`src/rtl/seq_mult_arb_if.sv`:
```
// Requester/multiplier bundle for seq_mult_arb. The arbiter connects through
// the slave modport; the requester/multiplier side connects through master.
interface seq_mult_arb_if #(
  parameter int NREQ = 4,
  parameter int IDW  = 2,
  parameter int AW   = 16
);
  logic [NREQ-1:0]    i_req_valid;
  logic [NREQ*AW-1:0] i_req_a;
  logic [NREQ*AW-1:0] i_req_b;
  logic [NREQ-1:0]    o_req_ready;
  logic [AW-1:0]      o_mul_a;
  logic [AW-1:0]      o_mul_b;
  logic               o_mul_valid;
  logic [AW-1:0]      i_mul_data;
  logic               i_mul_valid;
  logic               o_resp_valid;
  logic [IDW-1:0]     o_resp_id;
  logic [AW-1:0]      o_resp_data;
  logic               o_resp_err;
  logic               o_busy;

  modport slave (
    input  i_req_valid, i_req_a, i_req_b, i_mul_data, i_mul_valid,
    output o_req_ready, o_mul_a, o_mul_b, o_mul_valid,
           o_resp_valid, o_resp_id, o_resp_data, o_resp_err, o_busy
  );

  modport master (
    output i_req_valid, i_req_a, i_req_b, i_mul_data, i_mul_valid,
    input  o_req_ready, o_mul_a, o_mul_b, o_mul_valid,
           o_resp_valid, o_resp_id, o_resp_data, o_resp_err, o_busy
  );
endinterface

```
`src/rtl/seq_mult_arb.sv`:
```
// Round-robin arbiter/sequencer sharing one multiplier among NREQ requesters.
// Optional WAIT watchdog enabled by defining SEQ_MULT_ARB_TIMEOUT_EN.
module seq_mult_arb #(
  parameter int NREQ = 4,
  parameter int IDW  = 2,
  parameter int TMO  = 15
) (
  input  logic          clk,
  input  logic          rst,
  seq_mult_arb_if.slave bus
);
  // Operand width shared with seq_definitions.v (alu_width).
  localparam int alu_width = 16;

  if (NREQ < 2 || NREQ > 8 || (2 ** IDW) < NREQ || TMO < 1) begin : g_bad_cfg
    $error("seq_mult_arb: invalid NREQ/IDW/TMO combination");
  end

  typedef enum logic [1:0] {IDLE, ISSUE, WAIT, RESP} state_t;

  state_t         state;
  logic [IDW-1:0] rr_ptr;
  logic [IDW-1:0] id_q;
  logic [IDW-1:0] winner;
  logic [IDW-1:0] next_ptr;
  logic           found;

  // First requesting index at or above rr_ptr, wrapping modulo NREQ.
  // NOTE: every always_comb output gets a default before the loop, so no latch is inferred.
  always_comb begin
    found  = 1'b0;
    winner = '0;
    for (int k = 0; k < NREQ; k++) begin
      if (!found && bus.i_req_valid[(int'(rr_ptr) + k) % NREQ]) begin
        found  = 1'b1;
        winner = IDW'((int'(rr_ptr) + k) % NREQ);
      end
    end
  end

  assign next_ptr = (int'(winner) == NREQ - 1) ? '0 : winner + IDW'(1);

`ifdef SEQ_MULT_ARB_TIMEOUT_EN
  localparam int CW = $clog2(TMO + 1);
  logic [CW-1:0] wait_cnt;
  logic          err_q;
`endif

  // Strobes are registered from the current state, so each one lags its
  // state by a cycle: grant, issue, wait, respond land on cycles 1, 2, 3+, 4+.
  // NOTE: async reset clears every state and output register, including operand/data holding registers.
  always_ff @(posedge clk or posedge rst) begin
    if (rst) begin
      state            <= IDLE;
      rr_ptr           <= '0;
      id_q             <= '0;
      bus.o_req_ready  <= '0;
      bus.o_mul_a      <= '0;
      bus.o_mul_b      <= '0;
      bus.o_mul_valid  <= 1'b0;
      bus.o_resp_valid <= 1'b0;
      bus.o_resp_id    <= '0;
      bus.o_resp_data  <= '0;
      bus.o_busy       <= 1'b0;
`ifdef SEQ_MULT_ARB_TIMEOUT_EN
      wait_cnt         <= '0;
      err_q            <= 1'b0;
      bus.o_resp_err   <= 1'b0;
`endif
    end else begin
      // NOTE: non-blocking assignments throughout, so every register sees pre-edge values.
      bus.o_req_ready  <= '0;
      bus.o_mul_valid  <= (state == ISSUE);
      bus.o_resp_valid <= (state == RESP);
`ifdef SEQ_MULT_ARB_TIMEOUT_EN
      bus.o_resp_err   <= 1'b0;
`endif
      case (state)
        IDLE: begin
          if (found) begin
            bus.o_req_ready <= NREQ'(1) << winner;
            bus.o_mul_a     <= bus.i_req_a[int'(winner) * alu_width +: alu_width];
            bus.o_mul_b     <= bus.i_req_b[int'(winner) * alu_width +: alu_width];
            id_q            <= winner;
            rr_ptr          <= next_ptr;
            bus.o_busy      <= 1'b1;
            state           <= ISSUE;
          end
        end
        ISSUE: begin
`ifdef SEQ_MULT_ARB_TIMEOUT_EN
          wait_cnt <= '0;
`endif
          state <= WAIT;
        end
        WAIT: begin
          if (bus.i_mul_valid) begin
            bus.o_resp_data <= bus.i_mul_data;
`ifdef SEQ_MULT_ARB_TIMEOUT_EN
            err_q           <= 1'b0;
`endif
            state           <= RESP;
          end
`ifdef SEQ_MULT_ARB_TIMEOUT_EN
          // Reaching TMO idle cycles abandons the multiplier result.
          else if (wait_cnt == CW'(TMO - 1)) begin
            bus.o_resp_data <= '0;
            err_q           <= 1'b1;
            state           <= RESP;
          end else begin
            wait_cnt <= wait_cnt + CW'(1);
          end
`endif
        end
        RESP: begin
          bus.o_resp_id <= id_q;
`ifdef SEQ_MULT_ARB_TIMEOUT_EN
          bus.o_resp_err <= err_q;
`endif
          bus.o_busy    <= 1'b0;
          state         <= IDLE;
        end
        default: state <= IDLE;
      endcase
    end
  end

`ifndef SEQ_MULT_ARB_TIMEOUT_EN
  assign bus.o_resp_err = 1'b0;
`endif

endmodule
```
`src/flat_wrapper.sv`:
```
// flat-port wrapper written by rule: the top's interface ports become plain ports
module seq_mult_arb_flat 
#(
  parameter int NREQ = 4,
  parameter int IDW  = 2,
  parameter int TMO  = 15
)
  (clk, rst, bus_i_req_valid, bus_i_req_a, bus_i_req_b, bus_i_mul_data, bus_i_mul_valid, bus_o_req_ready, bus_o_mul_a, bus_o_mul_b, bus_o_mul_valid, bus_o_resp_valid, bus_o_resp_id, bus_o_resp_data, bus_o_resp_err, bus_o_busy);
  seq_mult_arb_if #(.NREQ(NREQ), .IDW(IDW)) bus_i ();
  input  logic clk;
  input  logic rst;
  input wire logic [$bits(bus_i.i_req_valid)-1:0] bus_i_req_valid;
  input wire logic [$bits(bus_i.i_req_a)-1:0] bus_i_req_a;
  input wire logic [$bits(bus_i.i_req_b)-1:0] bus_i_req_b;
  input wire logic [$bits(bus_i.i_mul_data)-1:0] bus_i_mul_data;
  input wire logic [$bits(bus_i.i_mul_valid)-1:0] bus_i_mul_valid;
  output wire logic [$bits(bus_i.o_req_ready)-1:0] bus_o_req_ready;
  output wire logic [$bits(bus_i.o_mul_a)-1:0] bus_o_mul_a;
  output wire logic [$bits(bus_i.o_mul_b)-1:0] bus_o_mul_b;
  output wire logic [$bits(bus_i.o_mul_valid)-1:0] bus_o_mul_valid;
  output wire logic [$bits(bus_i.o_resp_valid)-1:0] bus_o_resp_valid;
  output wire logic [$bits(bus_i.o_resp_id)-1:0] bus_o_resp_id;
  output wire logic [$bits(bus_i.o_resp_data)-1:0] bus_o_resp_data;
  output wire logic [$bits(bus_i.o_resp_err)-1:0] bus_o_resp_err;
  output wire logic [$bits(bus_i.o_busy)-1:0] bus_o_busy;
  assign bus_i.i_req_valid = bus_i_req_valid;
  assign bus_i.i_req_a = bus_i_req_a;
  assign bus_i.i_req_b = bus_i_req_b;
  assign bus_i.i_mul_data = bus_i_mul_data;
  assign bus_i.i_mul_valid = bus_i_mul_valid;
  assign bus_o_req_ready = bus_i.o_req_ready;
  assign bus_o_mul_a = bus_i.o_mul_a;
  assign bus_o_mul_b = bus_i.o_mul_b;
  assign bus_o_mul_valid = bus_i.o_mul_valid;
  assign bus_o_resp_valid = bus_i.o_resp_valid;
  assign bus_o_resp_id = bus_i.o_resp_id;
  assign bus_o_resp_data = bus_i.o_resp_data;
  assign bus_o_resp_err = bus_i.o_resp_err;
  assign bus_o_busy = bus_i.o_busy;
  seq_mult_arb #(.NREQ(NREQ), .IDW(IDW), .TMO(TMO)) u_core (.clk(clk), .rst(rst), .bus(bus_i));
endmodule
```
`config.mk`:
```
export PLATFORM = sky130hd
export DESIGN_NAME = seq_mult_arb_flat
export DESIGN_NICKNAME = d
export VERILOG_FILES = /design/src/rtl/seq_mult_arb_if.sv /design/src/rtl/seq_mult_arb.sv /design/src/flat_wrapper.sv
export SDC_FILE = /design/constraint.sdc
export NUM_CORES = 1
export LEC_CHECK = 0
export ABC_AREA = 1
export CORE_MARGIN = 1.5
export CORE_UTILIZATION = 44
export CTS_BUF_LIST = sky130_fd_sc_hd__clkbuf_16
export DETAILED_ROUTE_END_ITERATION = 8
export MAX_ROUTING_LAYER = met4
export PLACE_DENSITY = 0.88
export SETUP_SLACK_MARGIN = 0.1
export SYNTH_ARGS = -nofsm -noshare
export SYNTH_HDL_FRONTEND = slang
export SYNTH_SLANG_ARGS = --single-unit
```
`constraint.sdc`:
```
create_clock -name clk -period 4 [get_ports clk]
set_input_delay 0.8 -clock clk [delete_from_list [all_inputs] [get_ports clk]]
set_output_delay 0.8 -clock clk [all_outputs]
set_load 0.01 [all_outputs]
```
## After elaboration in Yosys (flattened, before gate mapping)

Cells that the tools add are included.

- Flip-flop bits (word level): 63
- Bits of input ports: 151
- Output and inout port bits: 58
- Word-level logic and storage cells: 73

- Add/sub/neg operators: 4
- Order comparisons: 4
- Equal/unequal tests: 6
- Shift operators: 3
- Mux-type cells: 27
- Bitwise operators: 3
- Reductions and logical operators: 15

Operator list:

| operator | count |
|---|---|
| variable part select 64 x 7 -> 16 bit | 2 |
| two-way mux 2 bit | 7 |
| < comparator 3 x 4 -> 1 bit (second input constant) | 3 |
| two-way mux 1 bit | 12 |
| binary-select mux 1 bit (select 2 bit) | 4 |
| two-way mux 4 bit | 2 |
| one-hot mux 2 bit (4 select lines) | 1 |
| AND reduction 2 bit | 4 |
| OR reduction 2 bit | 3 |
| adder 2 x 1 -> 2 bit (second input constant) | 2 |
| adder 2 bit (second input constant) | 2 |
| equality test 2 x 1 -> 1 bit (second input constant) | 2 |
| equality test 2 bit (second input constant) | 2 |
| left shift 1 x 2 -> 4 bit (first input constant) | 1 |
| bitwise AND 1 bit (first input constant) | 3 |
| logical AND 1 bit | 3 |
| logical NOT 1 bit | 3 |
| < comparator 2 x 3 -> 1 bit (second input constant) | 1 |
| logical NOT 2 bit | 1 |
| inequality test 2 x 1 -> 1 bit (second input constant) | 1 |
| inequality test 2 bit (second input constant) | 1 |
| one-hot mux 1 bit (2 select lines) | 1 |
| nonzero test 2 bit | 1 |

## Logic depth before layout (Yosys ltp)

Gate-level depths: netlist (run 1).

- Depth after elaboration: 17
- Mapped depth: 14
- Gate-level depth less buffers: 13

## Worst setup path after synthesis (run 1)

Ideal clock, no wire load.

- Path kind: in2reg
- Start point: input port bus_i_req_valid[1]
- End point: register u_core.rr_ptr[1]
- Setup time: 134 ps
- Data arrival time: 2186 ps
- Required time: 3866 ps
- Setup slack: 1680 ps
- Stages on the path: 13
- Path buffers: 1
- Path through: inv_1 > nand2_1 > nand3_1 > nand2_2 > nor2_1 > nor2_1 > nand2_4 > nand2_4 > buf_2 > inv_1 > ha_1 > nand2_1 > o21ai_0

- Longest elaborated chain between the ends: 14
- Elaborated cells on any way between the ends: 29

Ends and longest elaborated chain:

| item | RTL line | RTL |
|---|---|---|
| start: declaration | flat_wrapper.sv:12 | `input wire logic [$bits(bus_i.i_req_valid)-1:0] bus_i_req_valid;` |
| binary-select mux 1 bit (select 2 bit) | seq_mult_arb.sv:34 | `if (!found && bus.i_req_valid[(int'(rr_ptr) + k) % NREQ]) begin` |
| two-way mux 1 bit (implied by the code) | seq_mult_arb.sv:34 |  |
| two-way mux 1 bit | seq_mult_arb.sv:34 |  |
| logical NOT 1 bit | seq_mult_arb.sv:34 |  |
| logical AND 1 bit | seq_mult_arb.sv:34 |  |
| two-way mux 1 bit | seq_mult_arb.sv:34 |  |
| logical NOT 1 bit | seq_mult_arb.sv:34 |  |
| logical AND 1 bit | seq_mult_arb.sv:34 |  |
| two-way mux 1 bit | seq_mult_arb.sv:34 |  |
| logical NOT 1 bit | seq_mult_arb.sv:34 |  |
| logical AND 1 bit | seq_mult_arb.sv:34 |  |
| two-way mux 2 bit * | seq_mult_arb.sv:34 |  |
| adder 2 x 1 -> 2 bit / equality test 2 x 1 -> 1 bit (equally long branches) | seq_mult_arb.sv:41 | `assign next_ptr = (int'(winner) == NREQ - 1) ? '0 : winner + IDW'(1);` |
| two-way mux 2 bit * | seq_mult_arb.sv:41 |  |
| named net u_core.next_ptr[1] | seq_mult_arb.sv:25 | `logic [IDW-1:0] next_ptr;` |
| end signal: assignment | seq_mult_arb.sv:85 | `rr_ptr <= next_ptr;` |
| end: declaration | seq_mult_arb.sv:22 | `logic [IDW-1:0] rr_ptr;` |

Mark *: on every way through the listed nets, which the timed path passes. The rest lies on a longest branch. The select of a mux whose other input is x is not followed.
A chain may end at the register's enable or synchronous reset.

## Worst setup path in the final report (run 1)

- Start point: input port bus_i_req_valid[1]
- End point: register u_core.bus.o_mul_b[11]

- Longest elaborated chain between the ends: 13
- Elaborated cells on any way between the ends: 27

Ends and longest elaborated chain:

| item | RTL line | RTL |
|---|---|---|
| binary-select mux 1 bit (select 2 bit) | seq_mult_arb.sv:34 |  |
| two-way mux 1 bit (implied by the code) | seq_mult_arb.sv:34 |  |
| two-way mux 1 bit | seq_mult_arb.sv:34 |  |
| logical NOT 1 bit | seq_mult_arb.sv:34 |  |
| logical AND 1 bit | seq_mult_arb.sv:34 |  |
| two-way mux 1 bit | seq_mult_arb.sv:34 |  |
| logical NOT 1 bit | seq_mult_arb.sv:34 |  |
| logical AND 1 bit | seq_mult_arb.sv:34 |  |
| two-way mux 1 bit | seq_mult_arb.sv:34 |  |
| logical NOT 1 bit | seq_mult_arb.sv:34 |  |
| logical AND 1 bit | seq_mult_arb.sv:34 |  |
| two-way mux 2 bit / two-way mux 1 bit (equally long branches) | seq_mult_arb.sv:34 |  |
| variable part select 64 x 7 -> 16 bit / AND reduction 2 bit (equally long branches) | - |  |
| end signal: assignment | seq_mult_arb.sv:83 | `bus.o_mul_b <= bus.i_req_b[int'(winner) * alu_width +: alu_width];` |
| end: declaration | seq_mult_arb_if.sv:25 | `output o_req_ready, o_mul_a, o_mul_b, o_mul_valid,` |

Parallel ways exist; a longest one is shown, timed or not. The select of a mux whose other input is x is not followed.

==> results by group, run 1 <==
Outcome
  – Status: complete, no violations

Synth
  – Syn avg cell area: a little over 7 um^2
  – Post-synth EDFFs: 0
  – Largest area contributor in the netlist: dfrtp_1
  – Count leader, synth: nand2_1
  – Largest cells by area after synthesis: dfrtp_1 38%, nand3_1 14%, nand2_1 11%
  – Synth async-reset ratio: 1.000
  – Synth cell count leaders: 119 x nand2_1, 116 x nand3_1, 66 x inv_1
  – Yosys reg bits: 63
  – Synth warnings: 0
  – Sequential area share after synthesis: 0.3838
  – Synth top area share: 0.3838
  – Post-Syn Nets: approximately 730
  – Yosys cell types: 26
  – Synth Instances: around 570
  – Ys flop type: dfrtp_1
  – Synthesized area: around 0.004 mm^2

Cells and area
  – Final core occ: 0.7144
  – N_diodes: 0
  – # fillers: between 700 and 800
  – Fin nets: 920
  – Share of post-route cells with drive strength above 1: 0.07823
  – Synthesis-to-layout area growth: 59.18%

GRT
  – Initial antenna violation count: 0
  – Global-route wire length before repair: about 22000 um
  – Number of global-route vias before repair: between 4000 and 5000
  – Met1 usage: 0.3144
  – GRT met3 Usage: 0.05130
  – Grt met2 use: 0.4958
  – Residual overflow from global routing: 0
  – Most utilized layer in the global route result: met2
  – Largest net degree at the start of global routing: 46
  – Tot GR Track Use: 0.2830

Setup path
  – CP Max Fanout: 22
  – Reg2reg end: u_core.bus.o_mul_b[11]
  – Crit. End Element: flip-flop
  – Buf/Inv on CP: 4
  – CP max-delay cell: nand2_1
  – R2R depth: 14
  – Req. time, crit path: ~4.2 ns
  – CP Cell Sequence: clkdlybuf4s50_1 > inv_1 > nand2_1 > nand3_1 > nand2_2 > nor2_4 > nand3_1 > nand2_1 > buf_4 > inv_2 > nand2_1 > nor2_1 > nor2_1 > nand3_1
  – Setup Crit Path Kind: in -> reg
  – Top Family by Delay on Critical Path: simple AND/OR/NAND/NOR gates
  – WP data arrival: 3.25 ns
  – Startpoint Class: input pin
  – Critical path's largest stage delay: approximately 0.53 ns
  – Reg2reg start: u_core.rr_ptr[0]
  – Reg2Reg Setup Slack: ~1.1 ns

Pwr
  – Power density over cell area: about 800 mW/mm^2
  – Worst VDD drop: 493.6 uV
  – Leakage: around 3.1 nW

Min path
  – Hold Crit Class: reg -> reg
  – Worst Hold Endpoint: u_core.bus.o_mul_a[4]
  – Hold_sp: u_core.bus.o_mul_a[4]
  – Hold Path Stages: 2

Floorplanning
  – # IOs: roughly 210
  – Die Ht: roughly 100 um
  – Die area: 0.009924 mm^2
  – Core area: 0.009153 mm^2
  – Row cnt: 35
  – Starting density of the core: 0.4488
  – Die W: 99.62 um

Timing
  – Crit path time final: a little over 3 ns
  – # setup viols final: 0
  – Period utilization: 0.7620
  – RSZ-0062 raised after global routing: false
  – Setup_tns: 0 ns
  – Max Slew Vio Count: 0
  – Clock Skews: between 0.005 and 0.006 ns
  – FMAX: around 0.33 GHz
  – Rel. slew slack: 0.4618
  – Tightest Pin Transition: between 0.8 and 0.9 ns
  – Fin. Hold Viols: 0

Drt
  – Residual DRC count: 0
  – Final ANT Viol Nets: 0
  – Via density: 5.336
  – Drt initial violations: roughly 220
  – Routed len/inst: approximately 16 um
  – Number of vias in the routed layout: 4685
  – 1st-pass router iterations: 5
  – WL final: 13700 um

Clocking
  – TritonCTS Buffers: 9
  – CTS tree: done
  – Clk sinks: between 60 and 70
  – Clk_lat worst skew: between 0.3 and 0.4 ns
  – Cts hold-fix bufs: 0
  – CTS max path bufs: 2
  – Postcts setup bufs: 0
  – Clock Tree Root: clkbuf_16
  – Count of cells resized by post-cts repair: 0
  – H-tree Lvls: 3
  – Reg clk slew, reported paths: roughly 0.060 ns

Placement
  – Dpl hpwl: just under 10000 um
  – Port buffer count: around 210
  – Routability Congestion: around 0.93

Flow run
  – Max cap viols: 0
-- cells by family (layout without fill, tap and decap cells) --
logic type                 count (synthesis)  count (layout)  synth area share
adders and majority gates                  7               7           0.02132
buffers and inverters                    104             303            0.1066
muxes                                     18              18           0.04934
DFF                                       63              63            0.3838
AOI/OAI and AO/OA                         10              10           0.01279
other                                      1               1         0.0009129
and+or+nand+nor                          365             365            0.4252
-- worst max path at each step --
stage,slack [ns],end,from,cells after the start
2_1_floorplan,1.63,u_core.bus.o_busy,rst,1
3_3_place_gp,0.85,u_core.bus.o_mul_b[0],bus_i_req_valid[3],13
3_5_place_dp,0.68,u_core.bus.o_mul_b[11],bus_i_req_valid[1],14
4_1_cts,1.01,u_core.bus.o_mul_b[11],bus_i_req_valid[1],14
5_1_grt,0.70,u_core.bus.o_mul_b[11],bus_i_req_valid[1],14
6_report,0.95,u_core.bus.o_mul_b[11],bus_i_req_valid[1],14
-- through the flow --
stage / area, um^2 / hold WS (ns) / instances / setup slack (ns) / power, mW
after CTS: 6539 / 0.4944 / 878 / 1.006 / 5.319
after global placement: 6225 / 0.4617 / 862 / 0.8503 / 4.338
after global routing: 6539 / 0.5111 / 878 / 0.6983 / 5.734
after floorplan: 4108 / 0.4476 / 568 / 1.630 / 3.276
after detailed placement: 6225 / 0.4823 / 862 / 0.6773 / 4.467
final: 6539 / 0.4956 / 878 / 0.9519 / 5.319
-- area by class of cell --
cell class	instances	area, um^2	area share
well taps	111	138.9	0.02124
multi-input cells	401	2096	0.3205
flip-flops and latches	63	1577	0.2411
inverters	69	259.0	0.03961
clock buffers	9	225.2	0.03444
repair buffers	218	2155	0.3295
clock inverters	7	88.84	0.01359
-- worst min-delay path, delay by kind of cell, from the launching register on --
| family | cells | cell delay (ns) |
|---|---|---|
| flops | 1 | 0.34 |
| simple gates | 2 | 0.13 |
-- power breakdown --
part / internal (mW) / leakage (nW) / switching, mW
clock network: 0.541 / 0.153 / 0.292
registers: 0.963 / 0.774 / 0.196
logic: 1.37 / 2.13 / 1.96
total: 2.88 / 3.06 / 2.44
-- metal layers --
metal | share of wire | vias up
met5 | 0 | -
met4 | 0.028 | 0
met3 | 0.081 | 37
met1 | 0.39 | 2154
li1 | - | 2226
met2 | 0.51 | 268
-- registers in the layout, summed over array words and instances (netlist names) --
register	flops
u_core.bus.o_mul_b	16
u_core.rr_ptr	2
u_core.bus.o_req_ready	4
u_core.bus.o_resp_valid	1
u_core.bus.o_resp_id	2
u_core.bus.o_mul_valid	1
u_core.state	2
u_core.bus.o_resp_data	16
u_core.bus.o_busy	1
u_core.id_q	2
u_core.bus.o_mul_a	16
-- layout by cell type, fill, tap and decap left out, drive strengths merged, types with 9 or more instances in the layout --
master,n
nand4,20
nand2,124
nand3,119
dfrtp,63
nor2,68
mux2,18
clkdlybuf4s50,207
buf,11
nand3b,32
clkbuf,9
inv,70
No activity file was read; power rests on OpenSTA's default activity.
==> run 2, diff against run 1 <==
Settings changed: CORE_UTILIZATION 44 to 41, PLACE_DENSITY 0.88 to 0.83.
Clock period 4 ns to 2.9 ns, I/O delays scaled along.
==> results by group, run 2 (synthesis gave the netlist of run 1 again) <==
Setup path
  – Setup Crit Path Kind: in -> reg (unchanged)
  – CP Cell Sequence: clkdlybuf4s50_1 > inv_1 > nand2_1 > nand3_1 > nand2_2 > nor2_1 > nor2_1 > nand2_4 > nand2_4 > buf_4 > nand2_1 > nand3_1 > nand3_1 (was clkdlybuf4s50_1 > inv_1 > nand2_1 > nand3_1 > nand2_2 > nor2_4 > nand3_1 > nand2_1 > buf_4 > inv_2 > nand2_1 > nor2_1 > nor2_1 > nand3_1)
  – Crit. End Element: flip-flop (unchanged)
  – CP most frequent cell: nand3_1
  – CP max-delay cell: clkdlybuf4s50_1 (was nand2_1)
  – Req. time, crit path: 3.10 ns (was 4.20 ns)
  – Critical path's largest stage delay: 0.48 ns (was 0.53 ns)
  – CP Max Fanout: 24 (was 22)
  – Startpoint Class: input pin (unchanged)
  – WP data arrival: 2.66 ns (was 3.25 ns)

Clocking
  – Count of cells resized by post-cts repair: 0 (unchanged)
  – CTS tree: done (unchanged)
  – Clk sinks: 63 (unchanged)
  – Clock Tree Root: clkbuf_16 (unchanged)
  – Reg clk slew, reported paths: 0.05 ns (was 0.06 ns)
  – H-tree Lvls: 3 (unchanged)
  – CTS max path bufs: 2 (unchanged)
  – Postcts setup bufs: 0 (unchanged)
  – TritonCTS Buffers: 9 (unchanged)
  – Cts hold-fix bufs: 0 (unchanged)
  – Clk_lat worst skew: 0.32 ns (about the same)

Timing
  – RSZ-0062 raised after global routing: false (unchanged)
  – Crit path time final: 2.463 ns
  – Tightest Pin Transition: 0.6443 ns (was 0.8061 ns)
  – Period utilization: 0.8494
  – Setup_tns: 0 ns (unchanged)
  – Rel. slew slack: 0.5694 (was 0.4618)
  – Max Slew Vio Count: 0 (unchanged)
  – FMAX: just over 0.4 GHz
  – # setup viols final: 0 (unchanged)
  – Clock Skews: 0.007397 ns (was 0.005697 ns)
  – Fin. Hold Viols: 0 (unchanged)

GRT
  – Tot GR Track Use: 0.2609 (was 0.2830)
  – Initial antenna violation count: 0 (unchanged)
  – Global-route wire length before repair: 20780 um (was 21660 um)
  – Number of global-route vias before repair: 4552 (was 4745)
  – Residual overflow from global routing: 0 (unchanged)
  – Largest net degree at the start of global routing: 46 (unchanged)

Outcome
  – Status: complete, no violations (unchanged)

Pwr
  – Leakage: 3.075 nW (was 3.060 nW)
  – Logic gate share of total power: 0.639 (was 0.626)
  – Clock group share of total power: 0.143 (was 0.157)
  – Psw: 3.328 mW (was 2.444 mW)
  – Worst VDD drop: 568.7 uV (was 493.6 uV)
  – Power density over cell area: 1101 mW/mm^2 (was 813.4 mW/mm^2)
  – Sw Share: 0.4584 (was 0.4594)
  – Sequential power share: 0.218 (about the same)
  – Internal power: 3.932 mW (was 2.875 mW)

Flow run
  – Max cap viols: 0 (unchanged)

Cells and area
  – Biggest regs: u_core.bus.o_mul_a (16), u_core.bus.o_mul_b (16), u_core.bus.o_resp_data (16) (unchanged)
  – Fin nets: 925 (was 920)
  – N_diodes: 0 (unchanged)
  – Commonest cells after routing, fill and taps aside: 207 x clkdlybuf4s50_1, 119 x nand2_1, 116 x nand3_1 (unchanged)
  – Final Non-Filler Cells: 905 (was 878)
  – Commonest non-fill, non-tap cell in the layout: clkdlybuf4s50_1 (unchanged)
  – Synthesis-to-layout area growth: 60.46% (was 59.18%)
  – Share of post-route cells with drive strength above 1: 0.08420 (was 0.07823)

Floorplanning
  – Die area: 0.01063 mm^2 (was 0.009924 mm^2)
  – Die W: 103.1 um (was 99.62 um)
  – Die Ht: 103.1 um (was 99.62 um)
  – # IOs: 209 (unchanged)
  – Starting density of the core: 0.4222 (was 0.4488)
  – Row cnt: 36 (was 35)
  – Core area: 0.009729 mm^2 (was 0.009153 mm^2)

Placement
  – Dpl hpwl: 10170 um (was 9919 um)
  – Port buffer count: 207 (unchanged)
  – DP Cell Count: 889 (was 862)
  – Routability Congestion: 0.9978 (was 0.9289)

Drt
  – Via density: 5.133 (was 5.336)
  – 1st-pass router iterations: 5 (unchanged)
  – Residual DRC count: 0 (unchanged)
  – Final ANT Viol Nets: 0 (unchanged)
  – Number of vias in the routed layout: 4645 (was 4685)
  – Drt initial violations: 194 (was 217)
  – WL final: 13440 um (was 13700 um)
  – Routed len/inst: 14.85 um (was 15.60 um)

Min path
  – Hold Crit Class: reg -> reg (unchanged)
==> run 2: cell count changes in the layout (fill, tap and decap cells not counted) <==
cell | previous run | this run
clkinv_2 | 2 | 3
inv_1 | 66 | 65
buf_4 | 11 | 15
bufinv_16 | 2 | 1
clkinv_1 | 0 | 1
buf_12 | 0 | 1
==> run 2: critical path: cells and delay by family <==
family,cells,cell delay [ns]
AND/OR/NAND/NOR,10,1.25
buffers and inverters,3,0.83
==> run 2: metal layers <==
layer / GRT usage / part of all wire / vias to the layer above
li1: - / - / 2239
met1: 0.3057 / 0.40 / 2148
met2: 0.4504 / 0.50 / 234
met3: 0.05153 / 0.076 / 24
met4: 0.08316 / 0.017 / 0
met5: - / 0 / -
==> run 2: per-stage QoR <==
step / setup WS, ns / power [mW] / cell area (um^2) / utilization / hold WS [ns]
floorplan: 0.7503 / 4.519 / 4108 / - / 0.4476
global placement: 0.2413 / 6.033 / 6302 / 0.6478 / 0.4698
detailed placement: 0.1096 / 6.209 / 6302 / 0.6478 / 0.4844
CTS: 0.4501 / 7.277 / 6591 / 0.6775 / 0.4966
global route: 0.1766 / 7.877 / 6591 / 0.6775 / 0.5060
finish: 0.4367 / 7.260 / 6591 / 0.6775 / 0.4961
==> run 2: path summary, 6_finish.rpt <==
kind                                     from                         to  slack (ns)  depth (start not counted)
setup / recovery           bus_i_req_valid[1]     u_core.bus.o_mul_a[14]        0.44                         13
hold / removal                 u_core.id_q[0]             u_core.id_q[0]        0.50                          1
setup reg to reg             u_core.rr_ptr[0]     u_core.bus.o_mul_a[14]        0.46                         12
hold reg to reg                u_core.id_q[0]             u_core.id_q[0]        0.50                          1
max in group asynchronous                 rst      u_core.bus.o_mul_a[5]        1.66                          3
min in group asynchronous                 rst  u_core.bus.o_resp_data[4]        0.63                          2
==> run 2: final cells by class <==
cell class	instances	area, um^2
repair buffers	223	2205
clock buffers	9	225.2
clock inverters	7	63.81
fillers	824	3138
well taps	133	166.4
flip-flops and latches	63	1577
inverters	69	259.0
multi-input cells	401	2096
==> run 2: power by group through the flow <==
stage          logic, mW  registers [mW]  clock network, mW
3_3_place_gp        4.46            1.57                  0
3_5_place_dp        4.62            1.59                  0
5_1_grt             5.17            1.63               1.08
2_1_floorplan       2.79            1.73                  0
6_report            4.64            1.58               1.04
4_1_cts             4.64            1.59               1.05
==> run 3, diff against run 2 <==
Settings changed: CORE_UTILIZATION 41 to 37, PLACE_DENSITY 0.83 to 0.79.
Clock period 2.9 ns to 2.1 ns, I/O delays scaled along.
==> results by group, run 3 (synthesis gave the netlist of run 1 again) <==
Outcome
  – Status: complete, no violations (unchanged)

Cells and area
  – Area of the multi-input gates: 0.002231 mm^2 (was 0.002096 mm^2)
  – Commonest non-fill, non-tap cell in the layout: clkdlybuf4s50_1 (unchanged)
  – # fillers: 866 (was 824)
  – Register area: 0.001578 mm^2 (was 0.001577 mm^2)
  – Share of post-route cells with drive strength above 1: 0.1608 (was 0.08420)
  – Biggest regs: u_core.bus.o_mul_a (16), u_core.bus.o_mul_b (16), u_core.bus.o_resp_data (16) (unchanged)
  – Commonest cells after routing, fill and taps aside: 203 x clkdlybuf4s50_1, 110 x nand3_1, 101 x nand2_1 (was 207 x clkdlybuf4s50_1, 119 x nand2_1, 116 x nand3_1)
  – Fin nets: 955 (was 925)
  – Synthesis-to-layout area growth: 75.11% (was 60.46%)
  – Final core occ: 0.6636 (was 0.6775)

Setup path
  – CP most frequent cell: nand2_2 (was nand3_1)
  – Critical path's largest stage delay: 0.43 ns (was 0.48 ns)
  – Crit. End Element: flip-flop (unchanged)
  – CP max-delay cell: dfrtp_1 (was clkdlybuf4s50_1)
  – Top Family by Delay on Critical Path: simple AND/OR/NAND/NOR gates (unchanged)
  – CP Cell Sequence: inv_4 > nand2_2 > nand2_2 > nand2_1 > nand2_2 > buf_4 > nand3_2 > nand2_4 > nand2_8 > nand2_8 > clkbuf_16 > buf_4 > o21ai_0 (was clkdlybuf4s50_1 > inv_1 > nand2_1 > nand3_1 > nand2_2 > nor2_1 > nor2_1 > nand2_4 > nand2_4 > buf_4 > nand2_1 > nand3_1 > nand3_1)
  – Buf/Inv on CP: 4 (was 3)
  – Req. time, crit path: 2.29 ns (was 3.10 ns)
  – Setup Crit Path Kind: reg -> reg (was in -> reg)
  – WP data arrival: 2.19 ns (was 2.66 ns)
  – CP Max Fanout: 10 (was 24)
  – Startpoint Class: flip-flop (was input pin)

Placement
  – Port buffer count: 207 (unchanged)
  – Routability Congestion: 0.8472 (was 0.9978)
  – Dpl hpwl: 10120 um (was 10170 um)
  – DP Worst Slack: -0.3322 ns (was 0.1096 ns)

GRT
  – Residual overflow from global routing: 0 (unchanged)
  – Initial antenna violation count: 1 (was 0)
  – Number of global-route vias before repair: 4505 (was 4552)
  – Largest net degree at the start of global routing: 51 (was 46)
  – Global-route wire length before repair: 21580 um (was 20780 um)
  – Tot GR Track Use: 0.2447 (was 0.2609)

Drt
  – Residual DRC count: 0 (unchanged)
  – 1st-pass router iterations: 5 (unchanged)
  – Drt initial violations: 290 (was 194)
  – WL final: 14520 um (was 13440 um)
  – Wl on met1: 5732 um (was 5406 um)
  – Via density: 5.007 (was 5.133)
  – Top Layer Used: met4 (unchanged)
  – Final ANT Viol Nets: 0 (unchanged)
  – Routed len/inst: 15.39 um (was 14.85 um)
  – Detail Route met3 WL: 1166 um (was 1025 um)
  – Number of vias in the routed layout: 4722 (was 4645)
  – Wire length on met2: 7373 um (was 6785 um)

Pwr
  – Worst VDD drop: 984.8 uV (was 568.7 uV)
  – Power density over cell area: 1639 mW/mm^2 (was 1101 mW/mm^2)
  – Leakage: 3.355 nW (was 3.075 nW)

Floorplanning
  – # IOs: 209 (unchanged)
  – Die W: 108.4 um (was 103.1 um)
  – Die area: 0.01174 mm^2 (was 0.01063 mm^2)
  – Starting density of the core: 0.3789 (was 0.4222)
  – Row cnt: 38 (was 36)
  – Die Ht: 108.4 um (was 103.1 um)
  – Core area: 0.01084 mm^2 (was 0.009729 mm^2)

Timing
  – FMAX: between 0.5 and 0.6 GHz
  – Period utilization: 0.9522
  – # setup viols final: 0 (unchanged)
  – RSZ-0062 raised after global routing: true (was false)
  – Clock Skews: 0.006871 ns (was 0.007397 ns)
  – Max Slew Vio Count: 0 (unchanged)
  – Fin. Hold Viols: 0 (unchanged)
  – Post-route setup slack: 0.1004 ns (was 0.4367 ns)
  – Crit path time final: ~2 ns

Clocking
  – CTS tree: done (unchanged)
  – TritonCTS Buffers: 9 (unchanged)
  – Clk sinks: 63 (unchanged)
  – Cts hold-fix bufs: 0 (unchanged)
  – Reg clk slew, reported paths: 0.06 ns (was 0.05 ns)
  – Clk_lat worst skew: 0.33 ns (was 0.32 ns)
  – Clock Tree Root: clkbuf_16 (unchanged)
  – H-tree Lvls: 3 (unchanged)
  – CTS max path bufs: 2 (unchanged)

Flow run
  – Max cap viols: 0 (unchanged)

Min path
  – Hold Crit Class: in -> async (was reg -> reg)
## run 3: through the flow
step / cells / power [mW] / hold slack, ns / setup TNS [ns] / cell area (um^2)
4_1_cts: 935 / 11.06 / 0.3530 / 0 / 6955
2_1_floorplan: 568 / 6.255 / 0.4476 / 0 / 4110
6_report: 943 / 11.79 / 0.3540 / 0 / 7193
5_1_grt: 943 / 12.66 / 0.3784 / 0 / 7193
3_3_place_gp: 911 / 8.949 / 0.4699 / -9.147 / 6499
3_5_place_dp: 911 / 9.111 / 0.4810 / -10.44 / 6499
## run 3: layer usage
| metal | track usage | vias to the layer above |
|---|---|---|
| li1 | - | 2301 |
| met1 | 0.2756 | 2184 |
| met2 | 0.4313 | 216 |
| met3 | 0.05124 | 21 |
| met4 | 0.08083 | 0 |
| met5 | - | - |
## run 3: repair_timing
action,CTS,global route
pin swaps,4,13
hold endpoints to repair,0,0
gates resized for setup,17,41
cloned,2,3
endpoints found under the setup margin,33,38
buffers inserted,6,4
## run 3: cell type report
type,instances,share of cell area
well taps,140,0.02435
flip-flops and latches,63,0.2193
clock buffers,9,0.03131
inverters,69,0.03635
multi-input cells,401,0.3101
diodes,1,0.0003479
repair buffers,253,0.3679
clock inverters,7,0.01026
## run 3: report_power, final
group	internal, mW	total, mW	switching (mW)	leakage [nW]
clock network	0.919	1.48	0.564	0.145
logic	3.83	8.13	4.30	2.44
registers	1.84	2.18	0.340	0.772
## run 3: worst paths after layout
check	startpoint	endpoint	slack, ns	cells past startpoint
setup / recovery	u_core.rr_ptr[0]	u_core.rr_ptr[0]	0.10	13
hold / removal	rst	u_core.bus.o_resp_data[11]	0.35	2
setup reg to reg	u_core.rr_ptr[0]	u_core.rr_ptr[0]	0.10	13
hold reg to reg	u_core.id_q[0]	u_core.id_q[0]	0.49	1
max in group asynchronous	rst	u_core.rr_ptr[1]	1.16	3
min in group clk	u_core.id_q[0]	u_core.id_q[0]	0.49	1
